[src/rtl/ctrl_pipe_if.sv]
// Control-pipe bus: ID-stage bundle in, per-stage control and
// forwarding info plus stall/flush statistics out.
interface ctrl_pipe_if #(
   parameter int CNT_W = 16
);
   logic [9:0]       ctrl_signal_i;
   logic [4:0]       id_rs_i;
   logic [4:0]       id_rt_i;
   logic [4:0]       id_rd_i;
   logic             flush_i;
   logic             stall_o;
   logic [1:0]       ex_alu_op_o;
   logic             ex_reg_dst_o;
   logic             ex_alu_src_o;
   logic             ex_reg_write_o;
   logic [4:0]       ex_write_reg_o;
   logic             mem_mem_write_o;
   logic             mem_mem_read_o;
   logic             mem_reg_write_o;
   logic [4:0]       mem_write_reg_o;
   logic             wb_mem_to_reg_o;
   logic             wb_reg_write_o;
   logic [4:0]       wb_write_reg_o;
   logic [CNT_W-1:0] stall_cnt_o;
   logic [CNT_W-1:0] flush_cnt_o;

   modport slave (
      input  ctrl_signal_i, id_rs_i, id_rt_i, id_rd_i, flush_i,
      output stall_o,
      output ex_alu_op_o, ex_reg_dst_o, ex_alu_src_o,
      output ex_reg_write_o, ex_write_reg_o,
      output mem_mem_write_o, mem_mem_read_o,
      output mem_reg_write_o, mem_write_reg_o,
      output wb_mem_to_reg_o, wb_reg_write_o, wb_write_reg_o,
      output stall_cnt_o, flush_cnt_o
   );

   modport master (
      output ctrl_signal_i, id_rs_i, id_rt_i, id_rd_i, flush_i,
      input  stall_o,
      input  ex_alu_op_o, ex_reg_dst_o, ex_alu_src_o,
      input  ex_reg_write_o, ex_write_reg_o,
      input  mem_mem_write_o, mem_mem_read_o,
      input  mem_reg_write_o, mem_write_reg_o,
      input  wb_mem_to_reg_o, wb_reg_write_o, wb_write_reg_o,
      input  stall_cnt_o, flush_cnt_o
   );
endinterface

[src/rtl/ctrl_pipe.sv]
// EX/MEM/WB control pipeline with load-use stall, flush bubble
// and saturating stall/flush counters.
module ctrl_pipe #(
   parameter int CNT_W = 16
) (
   input  logic        clk_i,
   input  logic        rst_i,
   ctrl_pipe_if.slave  bus
);

   typedef struct packed {
      logic [1:0] alu_op;
      logic       reg_dst;
      logic       alu_src;
      logic       mem_to_reg;
      logic       reg_write;
      logic       mem_write;
      logic       mem_read;
      logic [4:0] dst;
   } ex_t;

   typedef struct packed {
      logic       mem_write;
      logic       mem_read;
      logic       mem_to_reg;
      logic       reg_write;
      logic [4:0] dst;
   } mem_t;

   typedef struct packed {
      logic       mem_to_reg;
      logic       reg_write;
      logic [4:0] dst;
   } wb_t;

   ex_t              ex_q, ex_d;
   mem_t             mem_q, mem_d;
   wb_t              wb_q, wb_d;
   logic [CNT_W-1:0] stall_cnt_q, stall_cnt_d;
   logic [CNT_W-1:0] flush_cnt_q, flush_cnt_d;

   logic [9:0] ctrl;
   logic       uses_rt;
   logic       hazard;
   logic       stall;
   logic       bubble;
   logic [4:0] id_dst;
   logic       unused_jump;

   assign ctrl        = bus.ctrl_signal_i;
   // Jump is resolved in ID and never stored.
   assign unused_jump = ctrl[0];

   always_comb begin
      uses_rt = ctrl[7] | ctrl[3] | ctrl[1];
      hazard  = ex_q.mem_read & ex_q.reg_write &
                ((ex_q.dst == bus.id_rs_i) |
                 (uses_rt & (ex_q.dst == bus.id_rt_i)));
      stall   = ~bus.flush_i & hazard;
      bubble  = stall | bus.flush_i;
      id_dst  = ctrl[7] ? bus.id_rd_i : bus.id_rt_i;

      ex_d = '0;
      if (!bubble) begin
         ex_d.alu_op     = ctrl[9:8];
         ex_d.reg_dst    = ctrl[7];
         ex_d.alu_src    = ctrl[6];
         ex_d.mem_to_reg = ctrl[5];
         // Writes to $0 are dropped at capture.
         ex_d.reg_write  = ctrl[4] & (id_dst != 5'd0);
         ex_d.mem_write  = ctrl[3];
         ex_d.mem_read   = ctrl[2];
         ex_d.dst        = id_dst;
      end

      mem_d.mem_write  = ex_q.mem_write;
      mem_d.mem_read   = ex_q.mem_read;
      mem_d.mem_to_reg = ex_q.mem_to_reg;
      mem_d.reg_write  = ex_q.reg_write;
      mem_d.dst        = ex_q.dst;

      wb_d.mem_to_reg = mem_q.mem_to_reg;
      wb_d.reg_write  = mem_q.reg_write;
      wb_d.dst        = mem_q.dst;

      stall_cnt_d = stall_cnt_q;
      if (stall && (stall_cnt_q != '1))
         stall_cnt_d = stall_cnt_q + CNT_W'(1);

      flush_cnt_d = flush_cnt_q;
      if (bus.flush_i && (flush_cnt_q != '1))
         flush_cnt_d = flush_cnt_q + CNT_W'(1);
   end

   always_ff @(posedge clk_i) begin
      if (rst_i) begin
         ex_q        <= '0;
         mem_q       <= '0;
         wb_q        <= '0;
         stall_cnt_q <= '0;
         flush_cnt_q <= '0;
      end else begin
         ex_q        <= ex_d;
         mem_q       <= mem_d;
         wb_q        <= wb_d;
         stall_cnt_q <= stall_cnt_d;
         flush_cnt_q <= flush_cnt_d;
      end
   end

   assign bus.stall_o         = stall;
   assign bus.ex_alu_op_o     = ex_q.alu_op;
   assign bus.ex_reg_dst_o    = ex_q.reg_dst;
   assign bus.ex_alu_src_o    = ex_q.alu_src;
   assign bus.ex_reg_write_o  = ex_q.reg_write;
   assign bus.ex_write_reg_o  = ex_q.dst;
   assign bus.mem_mem_write_o = mem_q.mem_write;
   assign bus.mem_mem_read_o  = mem_q.mem_read;
   assign bus.mem_reg_write_o = mem_q.reg_write;
   assign bus.mem_write_reg_o = mem_q.dst;
   assign bus.wb_mem_to_reg_o = wb_q.mem_to_reg;
   assign bus.wb_reg_write_o  = wb_q.reg_write;
   assign bus.wb_write_reg_o  = wb_q.dst;
   assign bus.stall_cnt_o     = stall_cnt_q;
   assign bus.flush_cnt_o     = flush_cnt_q;

endmodule

[src/flat_wrapper.sv]
// flat-port wrapper written by rule: the top's interface ports become plain ports
module ctrl_pipe_flat 
#(
   parameter int CNT_W = 16
)
  (clk_i, rst_i, bus_ctrl_signal_i, bus_id_rs_i, bus_id_rt_i, bus_id_rd_i, bus_flush_i, bus_stall_o, bus_ex_alu_op_o, bus_ex_reg_dst_o, bus_ex_alu_src_o, bus_ex_reg_write_o, bus_ex_write_reg_o, bus_mem_mem_write_o, bus_mem_mem_read_o, bus_mem_reg_write_o, bus_mem_write_reg_o, bus_wb_mem_to_reg_o, bus_wb_reg_write_o, bus_wb_write_reg_o, bus_stall_cnt_o, bus_flush_cnt_o);
  ctrl_pipe_if #(.CNT_W(CNT_W)) bus_i ();
  input  logic clk_i;
  input  logic rst_i;
  input wire logic [$bits(bus_i.ctrl_signal_i)-1:0] bus_ctrl_signal_i;
  input wire logic [$bits(bus_i.id_rs_i)-1:0] bus_id_rs_i;
  input wire logic [$bits(bus_i.id_rt_i)-1:0] bus_id_rt_i;
  input wire logic [$bits(bus_i.id_rd_i)-1:0] bus_id_rd_i;
  input wire logic [$bits(bus_i.flush_i)-1:0] bus_flush_i;
  output wire logic [$bits(bus_i.stall_o)-1:0] bus_stall_o;
  output wire logic [$bits(bus_i.ex_alu_op_o)-1:0] bus_ex_alu_op_o;
  output wire logic [$bits(bus_i.ex_reg_dst_o)-1:0] bus_ex_reg_dst_o;
  output wire logic [$bits(bus_i.ex_alu_src_o)-1:0] bus_ex_alu_src_o;
  output wire logic [$bits(bus_i.ex_reg_write_o)-1:0] bus_ex_reg_write_o;
  output wire logic [$bits(bus_i.ex_write_reg_o)-1:0] bus_ex_write_reg_o;
  output wire logic [$bits(bus_i.mem_mem_write_o)-1:0] bus_mem_mem_write_o;
  output wire logic [$bits(bus_i.mem_mem_read_o)-1:0] bus_mem_mem_read_o;
  output wire logic [$bits(bus_i.mem_reg_write_o)-1:0] bus_mem_reg_write_o;
  output wire logic [$bits(bus_i.mem_write_reg_o)-1:0] bus_mem_write_reg_o;
  output wire logic [$bits(bus_i.wb_mem_to_reg_o)-1:0] bus_wb_mem_to_reg_o;
  output wire logic [$bits(bus_i.wb_reg_write_o)-1:0] bus_wb_reg_write_o;
  output wire logic [$bits(bus_i.wb_write_reg_o)-1:0] bus_wb_write_reg_o;
  output wire logic [$bits(bus_i.stall_cnt_o)-1:0] bus_stall_cnt_o;
  output wire logic [$bits(bus_i.flush_cnt_o)-1:0] bus_flush_cnt_o;
  assign bus_i.ctrl_signal_i = bus_ctrl_signal_i;
  assign bus_i.id_rs_i = bus_id_rs_i;
  assign bus_i.id_rt_i = bus_id_rt_i;
  assign bus_i.id_rd_i = bus_id_rd_i;
  assign bus_i.flush_i = bus_flush_i;
  assign bus_stall_o = bus_i.stall_o;
  assign bus_ex_alu_op_o = bus_i.ex_alu_op_o;
  assign bus_ex_reg_dst_o = bus_i.ex_reg_dst_o;
  assign bus_ex_alu_src_o = bus_i.ex_alu_src_o;
  assign bus_ex_reg_write_o = bus_i.ex_reg_write_o;
  assign bus_ex_write_reg_o = bus_i.ex_write_reg_o;
  assign bus_mem_mem_write_o = bus_i.mem_mem_write_o;
  assign bus_mem_mem_read_o = bus_i.mem_mem_read_o;
  assign bus_mem_reg_write_o = bus_i.mem_reg_write_o;
  assign bus_mem_write_reg_o = bus_i.mem_write_reg_o;
  assign bus_wb_mem_to_reg_o = bus_i.wb_mem_to_reg_o;
  assign bus_wb_reg_write_o = bus_i.wb_reg_write_o;
  assign bus_wb_write_reg_o = bus_i.wb_write_reg_o;
  assign bus_stall_cnt_o = bus_i.stall_cnt_o;
  assign bus_flush_cnt_o = bus_i.flush_cnt_o;
  ctrl_pipe #(.CNT_W(CNT_W)) u_core (.clk_i(clk_i), .rst_i(rst_i), .bus(bus_i));
endmodule
[config.mk]
export PLATFORM = sky130hd
export DESIGN_NAME = ctrl_pipe_flat
export DESIGN_NICKNAME = d
export VERILOG_FILES = /design/src/rtl/ctrl_pipe_if.sv /design/src/rtl/ctrl_pipe.sv /design/src/flat_wrapper.sv
export SDC_FILE = /design/constraint.sdc
export NUM_CORES = 1
export LEC_CHECK = 0
export ABC_AREA = 1
export BUFFER_PORTS_ARGS = -buffer_cell sky130_fd_sc_hd__buf_4
export CAP_MARGIN = 0
export CORE_ASPECT_RATIO = 1.75
export CORE_MARGIN = 2
export CORE_UTILIZATION = 35
export CTS_BUF_LIST = sky130_fd_sc_hd__clkbuf_4
export CTS_CLUSTER_DIAMETER = 30
export DETAILED_ROUTE_END_ITERATION = 16
export SLEW_MARGIN = 25
export SYNTH_ARGS = -nofsm -noshare
export SYNTH_HDL_FRONTEND = slang
export SYNTH_SLANG_ARGS = --single-unit
[constraint.sdc]
create_clock -name clk_i -period 1.65 [get_ports clk_i]
set_clock_uncertainty 0.15 [all_clocks]
set_input_delay 0.2475 -clock clk_i [delete_from_list [all_inputs] [get_ports clk_i]]
set_output_delay 0.2475 -clock clk_i [all_outputs]
set_load 0.01 [all_outputs]
==> flow_summary.toml, run 1 <==
[status]
outcome = "finished with violations"
violations = "setup timing"

[global_routing]
grt_pass1_vias = 2967
grt_use_total = 0.178
antenna_found_initial = 1
grt_pass1_wl_mm = 12.8
gr-total-overflow = 0
grt_max_degree = 22

[logic_synthesis]
yosys-top-cells-area = "dfxtp_1 42%, nand2_1 14%, nor2_1 11%, inv_1 7.8%, buf_4 3.3%"
post_synth_instance_area_sq_um = 2940
synth_nets = 461
ys_seq_elements = 61
async_reset_ff_frac = 0
yosysMostFrequentCell = "nand2_1"
yosysTopAreaCellShare = 0.416
synth_flop_cell = "dfxtp_1"
synth-edff-count = 0
avgSynthCellArea_sq_um = 6.81
ys_seq_area_frac = 0.416
yosysTopAreaCell = "dfxtp_1"
ys_warn_count = 0
synthCells = 431
yosys-top-cells-count = "106 x nand2_1, 84 x nor2_1, 61 x dfxtp_1, 61 x inv_1, 18 x nand3_1"
ys_types = 31

[floorplan]
die-area_sq_um = 9170
die_y_um = 125
rows = 44
start_util = 0.358
fp.dieW_um = 73.2
core_sq_um = 8200
num_io_pins = 86

[place]
dpl_cell_area_sq_um = 3880
portBuffers = 84
hpwl_mm = 5.60
gp_congestion = 0.913
dp.cells = 631

[pwr]
p_per_area_nw_per_um2 = 627
total_power_mw = 2.84
vdd_drop_max_mv = 0.502
power.leakage_nw = 2.15

[routing]
num_vias = 3080
first_pass_iters = 4
drtIter0Drc = 68
routedWlPerCell_um = 11.8
vias_per_cell = 4.59
postRouteAntennaNets = 0
finalWirelength_mm = 7.89
drcViolationCount = 0

[worst_hold_path]
hold_path_class = "in2reg"

[setup_path]
cp_num_buf_inv = 2
crit_fanout = 4
start_kind = "flop"
cp_slowest_cell = "dfxtp_2"
worst_setup_path_end_kind = "primary output"
critPathRequiredTime_ps = 1250
cpPeakStageDelay_ps = 370
critical_path_class = "reg2out"
crit_chain = "inv_2, nand2_1, nand2_1, nor2_2, nand3_2, nand2_4, nand2_4, nor2_4, buf_6"
cp.arrival_ps = 1540
cpLargestDelayFamily = "simple AND/OR/NAND/NOR gates"

[clocking]
cts_tree = "yes"
clk_pin_slew_ps = 100
htreeDepth = 3
cts_made_buffers = 9
clk_latency_ps = 410
root_buffer = "clkbuf_4"
clock-sinks = 61
cts.path.max_buffers = 2

[sta]
finalSetupTns_ps = -832
fin_ws_ps = -285
worst_slew_pin_slew_ps = 301
rsz0062_at_grt = "true"
finalCritPeriodShare = 1.17
maxSlewHeadroom = 0.799
fin_crit_ps = 1930
finalSetupViolations = 15
hold_viol = 0
maxSlewViolCount = 0
fmax_mhz = 517

[layout]
fin_area_sq_um = 4530
nFillCells = 802
area_growth_pct = 54.4
drive_above_1_share = 0.396
stdcell_count = 671
nets = 603

[job]
cap_violations = 0
per-stage QoR:
| stage | worst slack, ps | util | hold WS, ps |
|---|---|---|---|
| finish | -285 | 0.553 | 35.4 |
| global route | -417 | 0.553 | 34.0 |
| CTS | -369 | 0.517 | 7.42 |
| detailed placement | -115 | 0.473 | 246 |
| global placement | -52.9 | 0.473 | 240 |
| floorplan | 0.439 | - | 176 |
worst register-to-register path: cells and delay by family, from the launching register on:
kind | cells | cell delay [ps]
flip-flops | 1 | 370
buffers and inverters | 3 | 280
AND/OR/NAND/NOR | 9 | 900
cells by family (layout without fill, tap and decap cells):
logic type,count (synthesis),count (layout),synth area share
adder cells (fa/ha/maj),2,2,0.00852
flip-flops,61,61,0.416
AO/OA/AOI/OAI,36,36,0.0639
other,0,1,0
AND/OR/NAND/NOR,243,245,0.372
buffers and inverters,86,231,0.131
XOR/XNOR,3,3,0.00895
final cells by class:
class	instances	area (sq um)	share of cell area
Multi-Input combinational cell	286	1630	0.359
Sequential cell	61	1240	0.273
Timing Repair Buffer	148	1170	0.258
Inverter	67	254	0.0560
Tap cell	92	115	0.0254
Clock buffer	10	75.1	0.0166
Clock inverter	6	53.8	0.0119
Antenna cell	1	2.50	0.000552
final timing paths:
path                                     start                            to  slack, ps  depth (start not counted)
setup / recovery  u_core.bus.ex_write_reg_o[3]                   bus_stall_o       -280                          9
hold / removal                  bus_id_rd_i[0]  u_core.bus.ex_write_reg_o[0]         40                          3
setup reg to reg  u_core.bus.ex_write_reg_o[3]     u_core.bus.stall_cnt_o[1]       -100                         12
hold reg to reg                 u_core.ex_q[6]    u_core.bus.mem_mem_write_o        260                          2
sequential cells by signal, summed over array words and instances, names as in the netlist, 2 cells and up:
register / count
u_core.bus.ex_write_reg_o: 5
u_core.bus.stall_cnt_o: 16
u_core.ex_q: 3
u_core.bus.wb_write_reg_o: 5
u_core.bus.flush_cnt_o: 16
u_core.bus.ex_alu_op_o: 2
u_core.bus.mem_write_reg_o: 5
timing repair:
action / 4_1_cts / 5_1_grt
hold endpoints to repair: 11 / 0
endpoints found under the setup margin: 33 / 44
cloned: 2 / 0
pin swaps: 14 / 33
setup buffers: 4 / 8
hold buffers: 11 / 0
gates resized for setup: 28 / 58
report_power, final:
| part | internal [mW] | total (mW) | switching [mW] |
|---|---|---|---|
| Clock | 0.462 | 1.00 | 0.541 |
| Sequential | 1.50 | 1.52 | 0.0193 |
| Combinational | 0.163 | 0.319 | 0.156 |
| Total | 2.12 | 2.84 | 0.716 |
placed cells by master (no fill, tap or decap), types with 2 or more instances in the layout:
master / n
buf_6: 8
nand2_4: 4
nand3_1: 8
nand4_1: 8
nor3_2: 2
o21ai_1: 4
ha_4: 2
a21oi_1: 14
dfxtp_2: 11
nand3_4: 6
nor2_1: 70
a21oi_2: 2
xor2_1: 2
clkinv_1: 4
nand2_2: 9
o21ai_0: 12
dlygate4sd3_1: 11
inv_2: 4
nor3_4: 3
clkbuf_4: 10
nor2_4: 12
inv_1: 61
nand2_1: 98
nor3_1: 4
o21bai_1: 2
dfxtp_1: 49
nor2_2: 10
nand3_2: 6
buf_4: 129
routing by layer:
metal / global-route usage / part of all wire
met5: 0 / 0
met4: 0.0861 / 0.018
met2: 0.322 / 0.57
met1: 0.183 / 0.37
met3: 0.0403 / 0.041
Power figures use the tool's default switching activity.
==> inputs of run 2 (changes only) <==
--- a/config.mk
+++ b/config.mk
@@ -9,11 +9,12 @@
 export BUFFER_PORTS_ARGS = -buffer_cell sky130_fd_sc_hd__buf_4
 export CAP_MARGIN = 0
 export CORE_ASPECT_RATIO = 1.75
-export CORE_MARGIN = 2
+export CORE_MARGIN = 1
 export CORE_UTILIZATION = 35
 export CTS_BUF_LIST = sky130_fd_sc_hd__clkbuf_4
 export CTS_CLUSTER_DIAMETER = 30
 export DETAILED_ROUTE_END_ITERATION = 16
+export PLACE_DENSITY_LB_ADDON = 0.2
 export SLEW_MARGIN = 25
 export SYNTH_ARGS = -nofsm -noshare
 export SYNTH_HDL_FRONTEND = slang
==> run 2 against run 1 <==
The run ends with DRC, setup timing left. Global-route usage is essentially flat. Worst setup slack lost 6.4 ps. Critical path depth unchanged. Sequential power barely moved. Maximum frequency down 0.33%. Sequential share of layout area up 0.57 points. Via count fell by 0.23%. Final area decreased by 1.2%. Non-clock buffer count up 4. Final cell count is the same. Register-to-register slack improved by 30 ps. Critical path type unchanged. Largest power group unchanged.
==> flow_summary.toml, run 2 (same netlist as run 1, synthesis figures left out) <==
[status]
outcome = "finished with violations"
violations = "DRC, setup timing"

[clocking]
clk_pin_slew_ps = 100
root_buffer = "clkbuf_4"
cts_made_buffers = 9
clock-sinks = 61
clk_latency_ps = 410
cts.path.max_buffers = 2
htreeDepth = 3
cts_tree = "yes"

[sta]
maxSlewHeadroom = 0.784
fin_ws_ps = -291
worst_slew_pin_slew_ps = 321
finalSetupTns_ps = -777
finalCritPeriodShare = 1.18
finalSetupViolations = 13
rsz0062_at_grt = "true"
hold_viol = 0
fin_crit_ps = 1940
maxSlewViolCount = 0
fmax_mhz = 515

[floorplan]
core_sq_um = 8020
num_io_pins = 86
die-area_sq_um = 8770
die_y_um = 123
start_util = 0.366
fp.dieW_um = 71.2
rows = 43

[layout]
fin_area_sq_um = 4480
drive_above_1_share = 0.398
antenna_cells = 0
final_util = 0.559
nets = 607
final_cell_mix = "135 x buf_4, 100 x nand2_1, 70 x nor2_1"
area_growth_pct = 52.6
layout_commonest_cell = "buf_4"

[setup_path]
critical_path_class = "reg2out"
worst_setup_path_end_kind = "primary output"
crit_fanout = 4
start_kind = "flop"
cp.arrival_ps = 1540
critPathRequiredTime_ps = 1250

[routing]
finalWirelength_mm = 7.76
vias_per_cell = 4.58
first_pass_iters = 11
routedWlPerCell_um = 11.6
drcViolationCount = 4
postRouteAntennaNets = 0
drtIter0Drc = 117
num_vias = 3073

[place]
hpwl_mm = 5.42
dpl_cell_area_sq_um = 3880
portBuffers = 84
gp_congestion = 0.815

[global_routing]
grt_pass1_wl_mm = 11.9
antenna_found_initial = 0
gr-total-overflow = 0
grt_use_total = 0.178
grt_max_degree = 22
grt_pass1_vias = 2931

[worst_hold_path]
hold_path_class = "in2reg"

[pwr]
power.leakage_nw = 2.15
p_per_area_nw_per_um2 = 595
vdd_drop_max_mv = 0.416

[job]
cap_violations = 0
[run 2: metal layers]
| layer | wire [um] | track usage |
|---|---|---|
| met1 | 3030 | 0.168 |
| met2 | 4200 | 0.340 |
| met3 | 387 | 0.0579 |
| met4 | 142 | 0.0838 |
| met5 | 0 | 0 |
[run 2: path summary, 6_finish.rpt]
| path | from | end | slack [ps] | cells after the start |
|---|---|---|---|---|
| worst max-delay path | u_core.bus.ex_write_reg_o[0] | bus_stall_o | -290 | 9 |
| worst min-delay path | bus_id_rd_i[4] | u_core.bus.ex_write_reg_o[4] | 60 | 3 |
| worst max register to register | u_core.bus.flush_cnt_o[1] | u_core.bus.flush_cnt_o[13] | -70 | 10 |
| worst min register to register | u_core.mem_q[6] | u_core.bus.wb_mem_to_reg_o | 260 | 2 |
[run 2: worst max-delay path: stages (launching register included)]
cell and delay, ps:
dfxtp_2 360, inv_2 50, nand2_1 50, nand2_1 60, nor2_2 130, nand3_2 110, nand2_4 90, nand2_4 50
nor2_4 120, buf_6 120
[run 2: metrics by stage]
stage	power [mW]	hold slack, ps	instances	setup slack [ps]
after floorplan	1.69	176	431	0.439
after global placement	1.82	239	630	-39.4
after detailed placement	1.82	244	630	-63.5
final	2.67	60.3	671	-291
after CTS	2.69	9.53	661	-386
after global routing	2.82	30.3	671	-450
[run 2: report_power, final]
part	internal, mW	switching [mW]	leakage, nW	total, mW
Combinational	0.168	0.157	1.59	0.325
Sequential	1.50	0.0197	0.503	1.52
Clock	0.319	0.505	0.0592	0.824
Total	1.98	0.682	2.15	2.67
[run 2: layout make-up]
class	count	area (sq um)
inverters	67	254
repair buffers	152	1190
flip-flops and latches	61	1250
fillers	756	3530
clock inverters	4	16.3
well taps	90	113
clock buffers	11	82.6
multi-input cells	286	1580
[run 2: repair_timing]
item,CTS,global route
gates resized for setup,24,55
setup endpoints to repair,30,46
endpoints found under the hold margin,11,0
gates cloned,0,2
setup buffers,5,8
hold buffers,11,0
pin swaps,15,29
